[src/rtl/fact_job_queue.sv]
// fact_job_queue: request front-end for the factorial core.
// Buffers n operands in a small FIFO and dispatches them one at a time to
// the core. Results come back as {n, fn} pairs in request order. n = 0 is
// answered locally because the core cannot terminate on it.
// Optional feature macro: FACT_OVF_CHECK_EN. When defined, operands above
// N_MAX are answered locally with res_fn = 0 and res_ovf = 1 instead of
// being sent to the core.
//
// state   | meaning
// S_IDLE  | waiting for a queued request; pops the FIFO head when present
// S_ISSUE | one-cycle start pulse to the core with fact_n = job_n
// S_WAIT  | job in flight, fact_n held, waiting for fact_done
// S_OUT   | result held on the result port until res_ready
module fact_job_queue #(
  parameter int N_WIDTH  = 8,
  parameter int FN_WIDTH = 32,
  parameter int DEPTH    = 4,
  parameter int N_MAX    = 12
) (
  input  logic                clk,
  input  logic                rst,
  input  logic                req_valid,
  output logic                req_ready,
  input  logic [N_WIDTH-1:0]  req_n,
  output logic                fact_start,
  output logic [N_WIDTH-1:0]  fact_n,
  input  logic                fact_done,
  input  logic [FN_WIDTH-1:0] fact_fn,
  output logic                res_valid,
  input  logic                res_ready,
  output logic [N_WIDTH-1:0]  res_n,
  output logic [FN_WIDTH-1:0] res_fn,
  output logic                res_ovf,
  output logic                busy
);

  localparam int PTR_W = $clog2(DEPTH);
  localparam logic [PTR_W:0]       DEPTH_C = (PTR_W+1)'(DEPTH);
  localparam logic [N_WIDTH-1:0]   N_MAX_C = N_WIDTH'(N_MAX);

`ifdef FACT_OVF_CHECK_EN
  localparam bit OVF_EN = 1'b1;
`else
  localparam bit OVF_EN = 1'b0;
`endif

  typedef enum logic [1:0] {
    S_IDLE  = 2'd0,
    S_ISSUE = 2'd1,
    S_WAIT  = 2'd2,
    S_OUT   = 2'd3
  } state_t;

  state_t state, state_nx;

  logic [N_WIDTH-1:0]  mem [DEPTH];
  logic [PTR_W-1:0]    wr_ptr, rd_ptr;
  logic [PTR_W:0]      count;
  logic                full, empty, push, pop;
  logic [N_WIDTH-1:0]  head_n;
  logic                head_zero, ovf_hit;

  logic [N_WIDTH-1:0]  job_n;
  logic [N_WIDTH-1:0]  fact_n_q;
  logic [N_WIDTH-1:0]  res_n_q;
  logic [FN_WIDTH-1:0] res_fn_q;
  logic                res_ovf_q;

  // FIFO status; ready comes only from registered count, never from a pop
  assign full      = (count == DEPTH_C);
  assign empty     = (count == '0);
  assign push      = req_valid && !full;
  assign pop       = (state == S_IDLE) && !empty;
  assign head_n    = mem[rd_ptr];
  assign head_zero = (head_n == '0);
  // With the feature compiled out this is constant 0 and the local
  // overflow path disappears.
  assign ovf_hit   = OVF_EN && (head_n > N_MAX_C);

  // FIFO storage write; no reset needed, entries are qualified by count
  always_ff @(posedge clk) begin
    if (push) mem[wr_ptr] <= req_n;
  end

  // FIFO pointers and occupancy count
  always_ff @(posedge clk or negedge rst) begin
    if (!rst) begin
      wr_ptr <= '0;
      rd_ptr <= '0;
      count  <= '0;
    end else begin
      if (push) wr_ptr <= wr_ptr + 1'b1;
      if (pop)  rd_ptr <= rd_ptr + 1'b1;
      case ({push, pop})
        2'b10:   count <= count + 1'b1;
        2'b01:   count <= count - 1'b1;
        default: count <= count;
      endcase
    end
  end

  // FSM state register
  always_ff @(posedge clk or negedge rst) begin
    if (!rst) state <= S_IDLE;
    else      state <= state_nx;
  end

  // FSM next-state logic; fact_done outside S_WAIT is ignored
  always_comb begin
    state_nx = state;
    case (state)
      S_IDLE: begin
        if (!empty) begin
          if (head_zero || ovf_hit) state_nx = S_OUT;
          else                      state_nx = S_ISSUE;
        end
      end
      S_ISSUE: state_nx = S_WAIT;
      S_WAIT:  if (fact_done) state_nx = S_OUT;
      S_OUT:   if (res_ready) state_nx = S_IDLE;
      default: state_nx = S_IDLE;
    endcase
  end

  // FSM outputs
  always_comb begin
    fact_start = (state == S_ISSUE);
    res_valid  = (state == S_OUT);
    busy       = (state != S_IDLE) || !empty;
    req_ready  = !full;
  end

  // Job and result registers; loaded on pop (local results) or on done
  always_ff @(posedge clk or negedge rst) begin
    if (!rst) begin
      job_n     <= '0;
      fact_n_q  <= '0;
      res_n_q   <= '0;
      res_fn_q  <= '0;
      res_ovf_q <= 1'b0;
    end else begin
      if (pop) begin
        job_n <= head_n;
        if (head_zero) begin
          res_n_q   <= head_n;
          res_fn_q  <= FN_WIDTH'(1);
          res_ovf_q <= 1'b0;
        end else if (ovf_hit) begin
          res_n_q   <= head_n;
          res_fn_q  <= '0;
          res_ovf_q <= 1'b1;
        end else begin
          fact_n_q <= head_n;
        end
      end
      if ((state == S_WAIT) && fact_done) begin
        res_n_q   <= job_n;
        res_fn_q  <= fact_fn;
        res_ovf_q <= 1'b0;
      end
    end
  end

  assign fact_n  = fact_n_q;
  assign res_n   = res_n_q;
  assign res_fn  = res_fn_q;
  assign res_ovf = res_ovf_q;

endmodule

[config.mk]
export PLATFORM = sky130hd
export DESIGN_NAME = fact_job_queue
export DESIGN_NICKNAME = d
export VERILOG_FILES = /design/src/rtl/fact_job_queue.sv
export SDC_FILE = /design/constraint.sdc
export NUM_CORES = 1
export LEC_CHECK = 0
export ABC_AREA = 0
export CAP_MARGIN = 40
export CORE_ASPECT_RATIO = 1.75
export CORE_UTILIZATION = 55
export CTS_BUF_LIST = sky130_fd_sc_hd__clkbuf_8
export DETAILED_ROUTE_END_ITERATION = 8
export GPL_TIMING_DRIVEN = 0
export PLACE_DENSITY = 0.88
export SYNTH_ARGS = -nofsm -noshare
export SYNTH_HDL_FRONTEND = slang
export SYNTH_SLANG_ARGS = --single-unit
export TNS_END_PERCENT = 1
[constraint.sdc]
create_clock -name clk -period 4.48 [get_ports clk]
set_clock_uncertainty 0.2 [all_clocks]
set_input_delay 1.344 -clock clk [delete_from_list [all_inputs] [get_ports clk]]
set_output_delay 1.344 -clock clk [all_outputs]
set_load 0.02 [all_outputs]
# [After elaboration in Yosys (flattened, before gate mapping)]
# Memory sizes are Yosys's and may differ from the RTL's.
# Cells that the tools add are included.
[totals] mem_bits_rw=32 inputBits=45 latchBits=0 mem_count=1 register_bits=66 out_inout_bits=53 romBits=0 elab_cells=57
[classes] multipliers=0 order_cmp=0 shifts=0 n_div=0 n_addsub=4 bitwise_logic=1 mux=17 reduce_logical=16 eq_ne=9
[mem_list] name="mem" words=4 width=8 rd=1 rd_ports_with_merged_regs=0 write_ports=1 line="56" text="logic [N_WIDTH-1:0] mem [DEPTH];"
[op_table] cell="$mux W32" count=3
[op_table] cell="$mux W8" count=3
[op_table] cell="$logic_not A8 Y1" count=1
[op_table] cell="$mux W2" count=4
[op_table] cell="$pmux W2 S4" count=1
[op_table] cell="$reduce_bool A2 Y1" count=4
[op_table] cell="$eq A2 B2 Y1 const B" count=3
[op_table] cell="$pmux W3 S2" count=1
[op_table] cell="$mux W1" count=5
[op_table] cell="$add A2 B1 Y2 const B" count=2
[op_table] cell="$eq A2 B1 Y1 const B" count=2
[op_table] cell="$ne A2 B2 Y1 const B" count=2
[op_table] cell="$reduce_and A2 Y1" count=2
[op_table] cell="$add A3 B1 Y3 const B" count=1
[op_table] cell="$eq A3 B3 Y1 const B" count=1
[op_table] cell="$logic_and A1 B1 Y1" count=3
[op_table] cell="$logic_not A3 Y1" count=1
[op_table] cell="$reduce_and A3 Y1" count=1
[op_table] cell="$sub A3 B1 Y3 const B" count=1
[op_table] cell="$logic_not A1 Y1" count=2
[op_table] cell="$logic_not A2 Y1" count=1
[op_table] cell="$ne A2 B1 Y1 const B" count=1
[op_table] cell="$logic_or A1 B1 Y1" count=1
[op_table] cell="$not A1 Y1" count=1

# [Depth between registers and ports, before layout]
# Gate-level depths: netlist of run 1.
[depth] ltp_word=5 depth_mapped=11

# [Least setup slack after synthesis of run 1]
# No wires, ideal clock.
[synth_path] path_type="input to register" start="input port req_valid" end="register count[2]" n_path_buf=0 t_arrival_ps=2512 slack_ps=1689 stages=8 cell_sequence="and2_1 -> inv_1 -> ha_1 -> inv_1 -> fa_1 -> xor2_1 -> nor2_1 -> xor2_1"
[synth_via] elab_chain_len=3
[synth_rtl] item="from (decl)" line="22" text="input logic req_valid,"
[synth_rtl] item="$logic_and A1 B1 Y1 *" line="72" text="assign push = req_valid && !full;"
[synth_rtl] item="$eq A2 B1 Y1 or $eq A2 B2 Y1 (tied branches)" line="94" text="case ({push, pop})"
[synth_rtl] item="$pmux W3 S2 or $reduce_bool A2 Y1 (tied branches)"
[synth_rtl] item="to (signal assigned)" line="95" text="2'b10: count <= count + 1'b1;"
[synth_rtl] item="to (signal assigned)" line="96" text="2'b01: count <= count - 1'b1;"
[synth_rtl] item="to (signal assigned)" line="97" text="default: count <= count;"
[synth_rtl] item="to (decl)" line="58" text="logic [PTR_W:0] count;"
# Every way passes the cells marked *; elsewhere a longest branch is shown, timed or not.
# A chain may end at the register's enable or synchronous reset.

# [Worst setup path after layout of run 1]
[layout_path] start="register state[0]" end="output port busy"
[layout_via] elab_chain_len=2
[layout_rtl] item="from (decl)" line="54" text="state_t state, state_nx;"
[layout_rtl] item="from (signal assigned)" line="105" text="else state <= state_nx;"
[layout_rtl] item="$reduce_bool A2 Y1" line="129" text="busy = (state != S_IDLE) || !empty;"
[layout_rtl] item="$logic_or A1 B1 Y1" line="129"
[layout_rtl] item="to (decl)" line="34" text="output logic busy"
# Every way passes these cells.

==> results of run 1 <==
==> synth_stat cells, drive strengths merged, types with 2 or more instances <==
| cell | number |
|---|---|
| nand2 | 106 |
| dfrtp | 65 |
| o21ai | 50 |
| edfxtp | 32 |
| inv | 19 |
| clkbuf | 12 |
| ha | 10 |
| mux4 | 8 |
| buf | 6 |
| and3 | 5 |
| xnor2 | 4 |
| a21oi | 2 |
| and2 | 2 |
| nand2b | 2 |
| nor2 | 2 |
| nor4 | 2 |
| xor2 | 2 |
==> metrics by stage <==
stage               setup WS, ps  hold WS, ps  area [sq um]  utilization  std cells
floorplan                   1690          246          3970            -        338
global placement            -128          259          5030        0.728        518
detailed placement          1110          263          5070        0.735        520
CTS                         1130          287          5290        0.766        536
global route                1060          319          5290        0.766        536
finish                      1170          281          5290        0.766        536
==> worst paths after layout <==
check	slack [ps]	to	from	cells after the start
worst max-delay path	1170	busy	state[0]$_DFFE_PN0P_	4
worst min-delay path	280	job_n[1]$_DFFE_PN0P_	job_n[1]$_DFFE_PN0P_	2
worst max register to register	1730	count[2]$_DFFE_PN0P_	state[0]$_DFFE_PN0P_	11
worst min register to register	280	job_n[1]$_DFFE_PN0P_	job_n[1]$_DFFE_PN0P_	2
max in group asynchronous	2840	res_fn[22]$_DFFE_PN0P_	rst	3
min in group asynchronous	600	res_n[2]$_DFFE_PN0P_	rst	1
==> where the power goes <==
group	leakage (nW)	internal (mW)	switching, mW
Sequential	1.10	1.27	0.175
Combinational	1.03	0.721	0.899
Clock	0.111	0.314	0.296
Total	2.24	2.30	1.37
==> critical path: stages, from the launching register on <==
cell and delay (ps):
dfrtp_1 400, inv_1 100, ha_1 230, nand2_1 70, clkdlybuf4s50_1 600
==> cell type report <==
class,instances,area share
Clock buffer,9,0.0234
Sequential cell,97,0.489
Tap cell,84,0.0199
Buffer,18,0.0213
Inverter,19,0.0135
Multi-Input combinational cell,204,0.226
Timing Repair Buffer,98,0.190
Clock inverter,7,0.0177
==> flip-flops by register name (all words and copies together) (netlist names) <==
| signal | count |
|---|---|
| res_n | 8 |
| count | 3 |
| job_n | 8 |
| rd_ptr | 2 |
| wr_ptr | 2 |
| state | 2 |
| fact_n | 8 |
| res_fn | 32 |
| mem | 32 |
==> layer usage <==
| metal | wire length, microns | GRT usage | up-vias |
|---|---|---|---|
| li1 | - | - | 1335 |
| met1 | 2960 | 0.244 | 1350 |
| met2 | 4580 | 0.448 | 105 |
| met3 | 531 | 0.0667 | 20 |
| met4 | 250 | 0.118 | 0 |
| met5 | 0 | 0 | - |
==> cell families (layout without fill, tap and decap cells) <==
logic type	after synthesis	count (layout)	synth area share
compound gates	55	55	0.0719
xor+xnor	6	6	0.0133
fa+ha+maj	11	11	0.0366
buf+inv	37	151	0.0464
flops	97	97	0.653
mux	9	9	0.0502
other cells	1	1	0.000946
simple gates	122	122	0.128
==> flow_summary_export.csv, run 1 <==
group,metric,value,unit
run_status,status,"completed",
critical_path,crit_type,"reg2out",
synthesis,synth_area_leaders,"dfrtp_1 (41%), edfxtp_1 (24%), nand2_1 (10%)",
synthesis,syn_avg_cell_area,11.7,sq um
floorplan,die_h,114,microns
drt,drt-initial-drc-count,108,
floorplan,coreArea,6910,sq um
drt,via_per_inst,5.24,
timing,hold_viol,0,
cells_and_area,drive_above_1_share,0.0752,
run,maxCapViolCount,0,
placement,portBuffers,96,
floorplan,placementRows,40,
cells_and_area,layout_commonest_cell,"nand2_1",
clock_network,worst_skew_pair.late_latency,370,ps
clock_network,cts_root_buffer,"clkbuf_8",
drt,dr.pass1.iters,4,
floorplan,die_w,66.2,microns
synthesis,synth_area,3970,sq um
timing,finalSetupTns,0,ps
cells_and_area,synthToLayoutAreaGrowth,33.4,%
floorplan,ios,98,
synthesis,syn-num-nets,394,
cells_and_area,multiInputGateArea,1190,sq um
cells_and_area,final-seq-area,2590,sq um
global_routing,antenna_found_initial,0,
power,p_leak,2.24,nW
timing,period_share,0.740,
synthesis,synth_seq_cells,97,
global_routing,track_usage,0.244,
floorplan,die_area,7570,sq um
synthesis,synth-async-reset-ratio,0.670,
critical_path,critPathLaunchType,"register",
timing,worstMarginPinSlew,572,ps
clock_network,cts_max_level,3,
timing,period_needed,3310,ps
placement,dpl.hpwl,6290,microns
timing,finalSetupViolCount,0,
drt,drcViolationCount,0,
synthesis,synth_cell_types,30,
power,power.total,3.67,mW
floorplan,initial_core_util,0.574,
clock_network,clock-sinks,97,
drt,vias,2810,
clock_network,cts_buffers,9,
critical_path,critPathMaxFanout,4,
critical_path,critPathRequiredTime,2940,ps
clock_network,cts_setup_buffers,0,
drt,wl_per_cell,15.5,microns
clock_network,clk_pin_slew,90,ps
synthesis,netlist_instances,338,
synthesis,synth_seq_area_share,0.653,
power,irDropWorstVdd,0.000447,V
global_routing,grt_pass1_vias,2859,
timing,drv_slew,0,
synthesis,yosysWarnings,0,
global_routing,grt_pass1_wl,13400,microns
clock_network,cts_max_path_buffers,2,
cells_and_area,n_antenna_cell,0,
power,power.density,694,nW/um^2
synthesis,synth-edff-count,32,
critical_path,crit_arrival,1770,ps
synthesis,synth_top_cell_area_share,0.410,
timing,rsz0062_at_grt,"no",
drt,ant_nets,0,
placement,gp_congestion,0.764,
synthesis,synth_top_cell_by_area,"dfrtp_1",
cells_and_area,n_fill_cell,439,
cells_and_area,final_cell_mix,"nand2_1 (106), clkdlybuf4s50_1 (95), dfrtp_1 (65), o21ai_0 (50), edfxtp_1 (32)",
synthesis,yosys_most_used_dff,"dfrtp_1",
clock_network,post_cts_resized,0,
clock_network,cts_hold_buffers,0,
clock_network,cts_tree,"built",
global_routing,grt_max_degree,35,
critical_path,critPathCaptureType,"primary output",
drt,routed_wl,8310,microns
timing,maxSlewHeadroom,0.619,
global_routing,gr-total-overflow,0,
timing,max_freq,0.302,GHz
min_path,hold_path_class,"reg2reg",
cells_and_area,layout.nets,503,
(Power assumes the default switching activity.)
==> inputs of run 2 (changes only) <==
--- a/config.mk
+++ b/config.mk
@@ -8,11 +8,11 @@
 export ABC_AREA = 0
 export CAP_MARGIN = 40
 export CORE_ASPECT_RATIO = 1.75
-export CORE_UTILIZATION = 55
+export CORE_UTILIZATION = 51
 export CTS_BUF_LIST = sky130_fd_sc_hd__clkbuf_8
 export DETAILED_ROUTE_END_ITERATION = 8
 export GPL_TIMING_DRIVEN = 0
-export PLACE_DENSITY = 0.88
+export PLACE_DENSITY = 0.82
 export SYNTH_ARGS = -nofsm -noshare
 export SYNTH_HDL_FRONTEND = slang
 export SYNTH_SLANG_ARGS = --single-unit
==> constraint.sdc (replaced) <==
create_clock -name clk -period 3.5 [get_ports clk]
set_clock_uncertainty 0.2 [all_clocks]
set_input_delay 1.05 -clock clk [delete_from_list [all_inputs] [get_ports clk]]
set_output_delay 1.05 -clock clk [all_outputs]
set_load 0.02 [all_outputs]
==> flow_summary_export.csv, run 2 (synthesized netlist as in run 1, its figures left out) <==
group,metric,value,unit
cells_and_area,final_cell_area,5260,sq um
clock_network,cts_max_path_buffers,2,
global_routing,antenna_found_initial,0,
placement,placed_cells,522,
power,p_leak,2.21,nW
critical_path,critPathRequiredTime,2250,ps
run,maxCapViolCount,0,
timing,max_freq,0.330,GHz
timing,finalSetupTns,0,ps
power,comb_power_share,0.435,
cells_and_area,n_fill_cell,603,
critical_path,critPathLaunchType,"register",
global_routing,grt_pass1_vias,2855,
cells_and_area,layout_commonest_cell,"nand2_1",
power,power.density,894,nW/um^2
placement,portBuffers,96,
clock_network,clk_pin_slew,100,ps
clock_network,clock-sinks,97,
drt,ant_nets,0,
global_routing,grt_pass1_wl,13100,microns
floorplan,coreArea,7570,sq um
floorplan,die_h,119,microns
clock_network,cts_root_buffer,"clkbuf_8",
critical_path,critPathMaxFanout,4,
cells_and_area,layout.nets,501,
floorplan,placementRows,42,
floorplan,die_w,68.7,microns
run_status,status,"completed",
drt,via_per_inst,5.14,
drt,wl_per_cell,14.9,microns
timing,finalSetupViolCount,0,
timing,hold_viol,0,
clock_network,cts_max_level,3,
critical_path,critPathCaptureType,"primary output",
drt,drt-initial-drc-count,164,
timing,period_needed,3030,ps
clock_network,cts_setup_buffers,0,
placement,dpl.hpwl,6010,microns
global_routing,grt_max_degree,66,
placement,place_area,5030,sq um
drt,routed_wl,8040,microns
cells_and_area,synthToLayoutAreaGrowth,32.6,%
power,switchingPower,1.76,mW
drt,vias,2766,
global_routing,track_usage,0.224,
clock_network,cts_hold_buffers,0,
drt,drcViolationCount,0,
critical_path,crit_type,"reg2out",
clock_network,worst_skew_pair.late_latency,380,ps
timing,worstMarginPinSlew,830,ps
power,pwr-share-seq,0.392,
placement,gp_congestion,0.745,
clock_network,cts_buffers,9,
global_routing,gr-total-overflow,0,
clock_network,post_cts_resized,0,
cells_and_area,n_antenna_cell,0,
timing,maxSlewHeadroom,0.446,
cells_and_area,drive_above_1_share,0.0733,
cells_and_area,finalNonFillerCells,538,
min_path,hold_path_class,"reg2reg",
cells_and_area,final_cell_mix,"nand2_1 (106), clkdlybuf4s50_1 (95), dfrtp_1 (65), o21ai_0 (50), edfxtp_1 (32)",
power,power_frac_clock,0.173,
floorplan,initial_core_util,0.524,
power,intPower,2.95,mW
clock_network,cts_tree,"built",
timing,drv_slew,0,
power,swShare,0.374,
power,irDropWorstVdd,0.000455,V
floorplan,ios,98,
timing,period_share,0.865,
drt,dr.pass1.iters,4,
timing,rsz0062_at_grt,"no",
critical_path,crit_arrival,1780,ps
floorplan,die_area,8150,sq um
run 2: power groups by stage:
stage | combinational (mW) | clock [mW] | sequential [mW]
floorplan | 0.897 | 0 | 2.14
global placement | 2.00 | 0 | 1.84
detailed placement | 2.07 | 0 | 1.86
CTS | 2.07 | 0.827 | 1.84
global route | 2.25 | 0.865 | 1.89
finish | 2.05 | 0.814 | 1.84
run 2: layout make-up:
cell class | count | area, sq um | area share
well taps | 88 | 110 | 0.0209
clock buffers | 9 | 124 | 0.0236
flip-flops and latches | 97 | 2590 | 0.492
clock inverters | 7 | 101 | 0.0193
repair buffers | 96 | 958 | 0.182
multi-input cells | 204 | 1190 | 0.227
plain buffers | 18 | 113 | 0.0214
inverters | 19 | 71.3 | 0.0136
run 2: worst max-delay path, stage by stage (launching register included):
cell             delay (ps)
dfrtp_1                 390
inv_1                   100
ha_1                    240
nand2_1                  80
clkdlybuf4s50_1         600
run 2: path summary, 6_finish.rpt:
kind                                            from                      to  slack, ps  cells after the start
worst max-delay path            state[0]$_DFFE_PN0P_                    busy        470                      4
worst max register to register  state[0]$_DFFE_PN0P_    count[2]$_DFFE_PN0P_        740                     11
max in group asynchronous                        rst  res_fn[24]$_DFFE_PN0P_       1990                      1
worst min register to register  job_n[3]$_DFFE_PN0P_    job_n[3]$_DFFE_PN0P_        290                      2
min in group asynchronous                        rst   fact_n[4]$_DFFE_PN0P_        540                      1
worst min-delay path            job_n[3]$_DFFE_PN0P_    job_n[3]$_DFFE_PN0P_        290                      2
run 2: layer usage:
layer | part of all wire | track usage
met1 | 0.37 | 0.234
met2 | 0.56 | 0.393
met3 | 0.040 | 0.0579
met4 | 0.031 | 0.111
met5 | 0 | 0
run 2: through the flow:
stage	hold WS [ps]	power, mW	util	worst slack, ps
global placement	259	3.84	0.666	-866
global route	306	5.00	0.695	382
floorplan	246	3.03	-	1000
CTS	286	4.74	0.695	445
detailed placement	264	3.93	0.665	404
finish	286	4.70	0.695	471
==> inputs of run 3 (changes only) <==
--- a/config.mk
+++ b/config.mk
@@ -8,11 +8,11 @@
 export ABC_AREA = 0
 export CAP_MARGIN = 40
 export CORE_ASPECT_RATIO = 1.75
-export CORE_UTILIZATION = 51
+export CORE_UTILIZATION = 45
 export CTS_BUF_LIST = sky130_fd_sc_hd__clkbuf_8
 export DETAILED_ROUTE_END_ITERATION = 8
 export GPL_TIMING_DRIVEN = 0
-export PLACE_DENSITY = 0.82
+export PLACE_DENSITY = 0.74
 export SYNTH_ARGS = -nofsm -noshare
 export SYNTH_HDL_FRONTEND = slang
 export SYNTH_SLANG_ARGS = --single-unit
==> flow_summary_export.csv, run 3 (synthesized netlist as in run 1, its figures left out) <==
group,metric,value,unit
cells_and_area,drive_above_1_share,0.0711,
floorplan,die_area,9210,sq um
global_routing,grt_max_degree,66,
power,power.density,879,nW/um^2
global_routing,gr-total-overflow,0,
critical_path,critPathTopFamily,"buffers and inverters",
drt,drt-initial-drc-count,66,
timing,worst_hold_slack,282,ps
clock_network,cts_buffers,9,
timing,maxSlewHeadroom,0.459,
floorplan,placementRows,45,
global_routing,track_usage,0.195,
power,irDropWorstVdd,0.000461,V
clock_network,clk_pin_slew,90,ps
clock_network,cts_setup_buffers,0,
placement,gp_congestion,0.759,
critical_path,crit_type,"reg2out",
timing,hold_viol,0,
cells_and_area,final_cell_area,5290,sq um
critical_path,critPathRequiredTime,2250,ps
timing,max_freq,0.329,GHz
timing,period_share,0.868,
cells_and_area,n_fill_cell,703,
cells_and_area,multiInputGateArea,1190,sq um
placement,portBuffers,96,
floorplan,coreArea,8610,sq um
cells_and_area,synthToLayoutAreaGrowth,33.4,%
drt,ant_nets,0,
clock_network,clock-sinks,97,
critical_path,critPathLaunchType,"register",
critical_path,critPathMaxFanout,3,
clock_network,cts_root_buffer,"clkbuf_8",
drt,via_per_inst,4.80,
timing,finalSetupViolCount,0,
cells_and_area,n_antenna_cell,0,
drt,routed_wl,7820,microns
min_path,hold_path_class,"reg2reg",
timing,period_needed,3040,ps
drt,wl_per_cell,13.8,microns
cells_and_area,layout.nets,501,
clock_network,cts_tree,"built",
clock_network,cts_max_level,3,
floorplan,initial_core_util,0.460,
timing,finalSetupTns,0,ps
clock_network,worst_skew_pair.late_latency,370,ps
placement,pre_cts_ws,400,ps
power,power.total,4.65,mW
critical_path,critPathCaptureType,"primary output",
clock_network,cts_hold_buffers,0,
run_status,status,"completed",
drt,vias,2723,
timing,drv_slew,0,
critical_path,crit_chain,"nor3_1 -> nand2_1 -> clkdlybuf4s50_1",
placement,place_area,5070,sq um
timing,rsz0062_at_grt,"no",
cells_and_area,layout_commonest_cell,"nand2_1",
placement,dpl.hpwl,5790,microns
global_routing,grt_pass1_wl,13200,microns
floorplan,die_h,126,microns
timing,worstMarginPinSlew,811,ps
timing,layout_setup_ws,462,ps
critical_path,critical-path-max-stage-delay,560,ps
global_routing,grt_pass1_vias,2832,
clock_network,post_cts_resized,0,
drt,dr.pass1.iters,4,
cells_and_area,final_cell_mix,"nand2_1 (106), clkdlybuf4s50_1 (95), dfrtp_1 (65), o21ai_0 (50), edfxtp_1 (32)",
drt,drcViolationCount,0,
cells_and_area,final-seq-area,2590,sq um
critical_path,cp_slowest_cell,"clkdlybuf4s50_1",
floorplan,die_w,73.0,microns
clock_network,cts_max_path_buffers,2,
critical_path,crit_arrival,1790,ps
floorplan,ios,98,
power,p_leak,2.22,nW
critical_path,cp.buffers_inverters,1,
run,maxCapViolCount,0,
global_routing,antenna_found_initial,0,
## run 3: cell count changes in the layout (fill, tap and decap cells not counted), sizes merged
cell      change
clkinv        +1
clkinvlp      -1
clkbuf        +1
inv           -1
## run 3: metal layers
layer  up-vias  GRT usage  share of wire
li1       1338          -              -
met1      1286      0.211           0.39
met2        82      0.341           0.53
met3        17     0.0400          0.048
met4         0      0.114          0.031
met5         -          0              0
## run 3: layout make-up
cell class                      count  share of cell area
Buffer                             18              0.0213
Clock buffer                       10              0.0260
Clock inverter                      6              0.0156
Inverter                           19              0.0135
Multi-Input combinational cell    204               0.226
Sequential cell                    97               0.489
Tap cell                          117              0.0277
Timing Repair Buffer               96               0.181
## run 3: stage by stage
stage / std cells / utilization
5_1_grt: 567 / 0.614
2_1_floorplan: 338 / -
3_5_place_dp: 551 / 0.589
4_1_cts: 567 / 0.614
3_3_place_gp: 551 / 0.589
6_report: 567 / 0.614
## run 3: final timing paths
check / from / to / slack (ps) / depth (start not counted)
hold / removal: job_n[1]$_DFFE_PN0P_ / job_n[1]$_DFFE_PN0P_ / 280 / 2
min in group asynchronous: rst / res_fn[7]$_DFFE_PN0P_ / 550 / 1
hold reg to reg: job_n[1]$_DFFE_PN0P_ / job_n[1]$_DFFE_PN0P_ / 280 / 2
setup / recovery: count[0]$_DFFE_PN0P_ / busy / 460 / 3
max in group asynchronous: rst / wr_ptr[0]$_DFFE_PN0P_ / 1990 / 1
setup reg to reg: state[0]$_DFFE_PN0P_ / count[2]$_DFFE_PN0P_ / 730 / 11
## run 3: where the power goes
part	internal, mW	switching (mW)	total (mW)
sequential	1.62	0.210	1.83
combinational	0.918	1.12	2.04
clock	0.418	0.369	0.787
total	2.95	1.70	4.65
## run 3: worst min-delay path: cells and delay by family (launching register included)
kind             cells  cell delay (ps)
DFF                  1              350
and+or+nand+nor      2              100
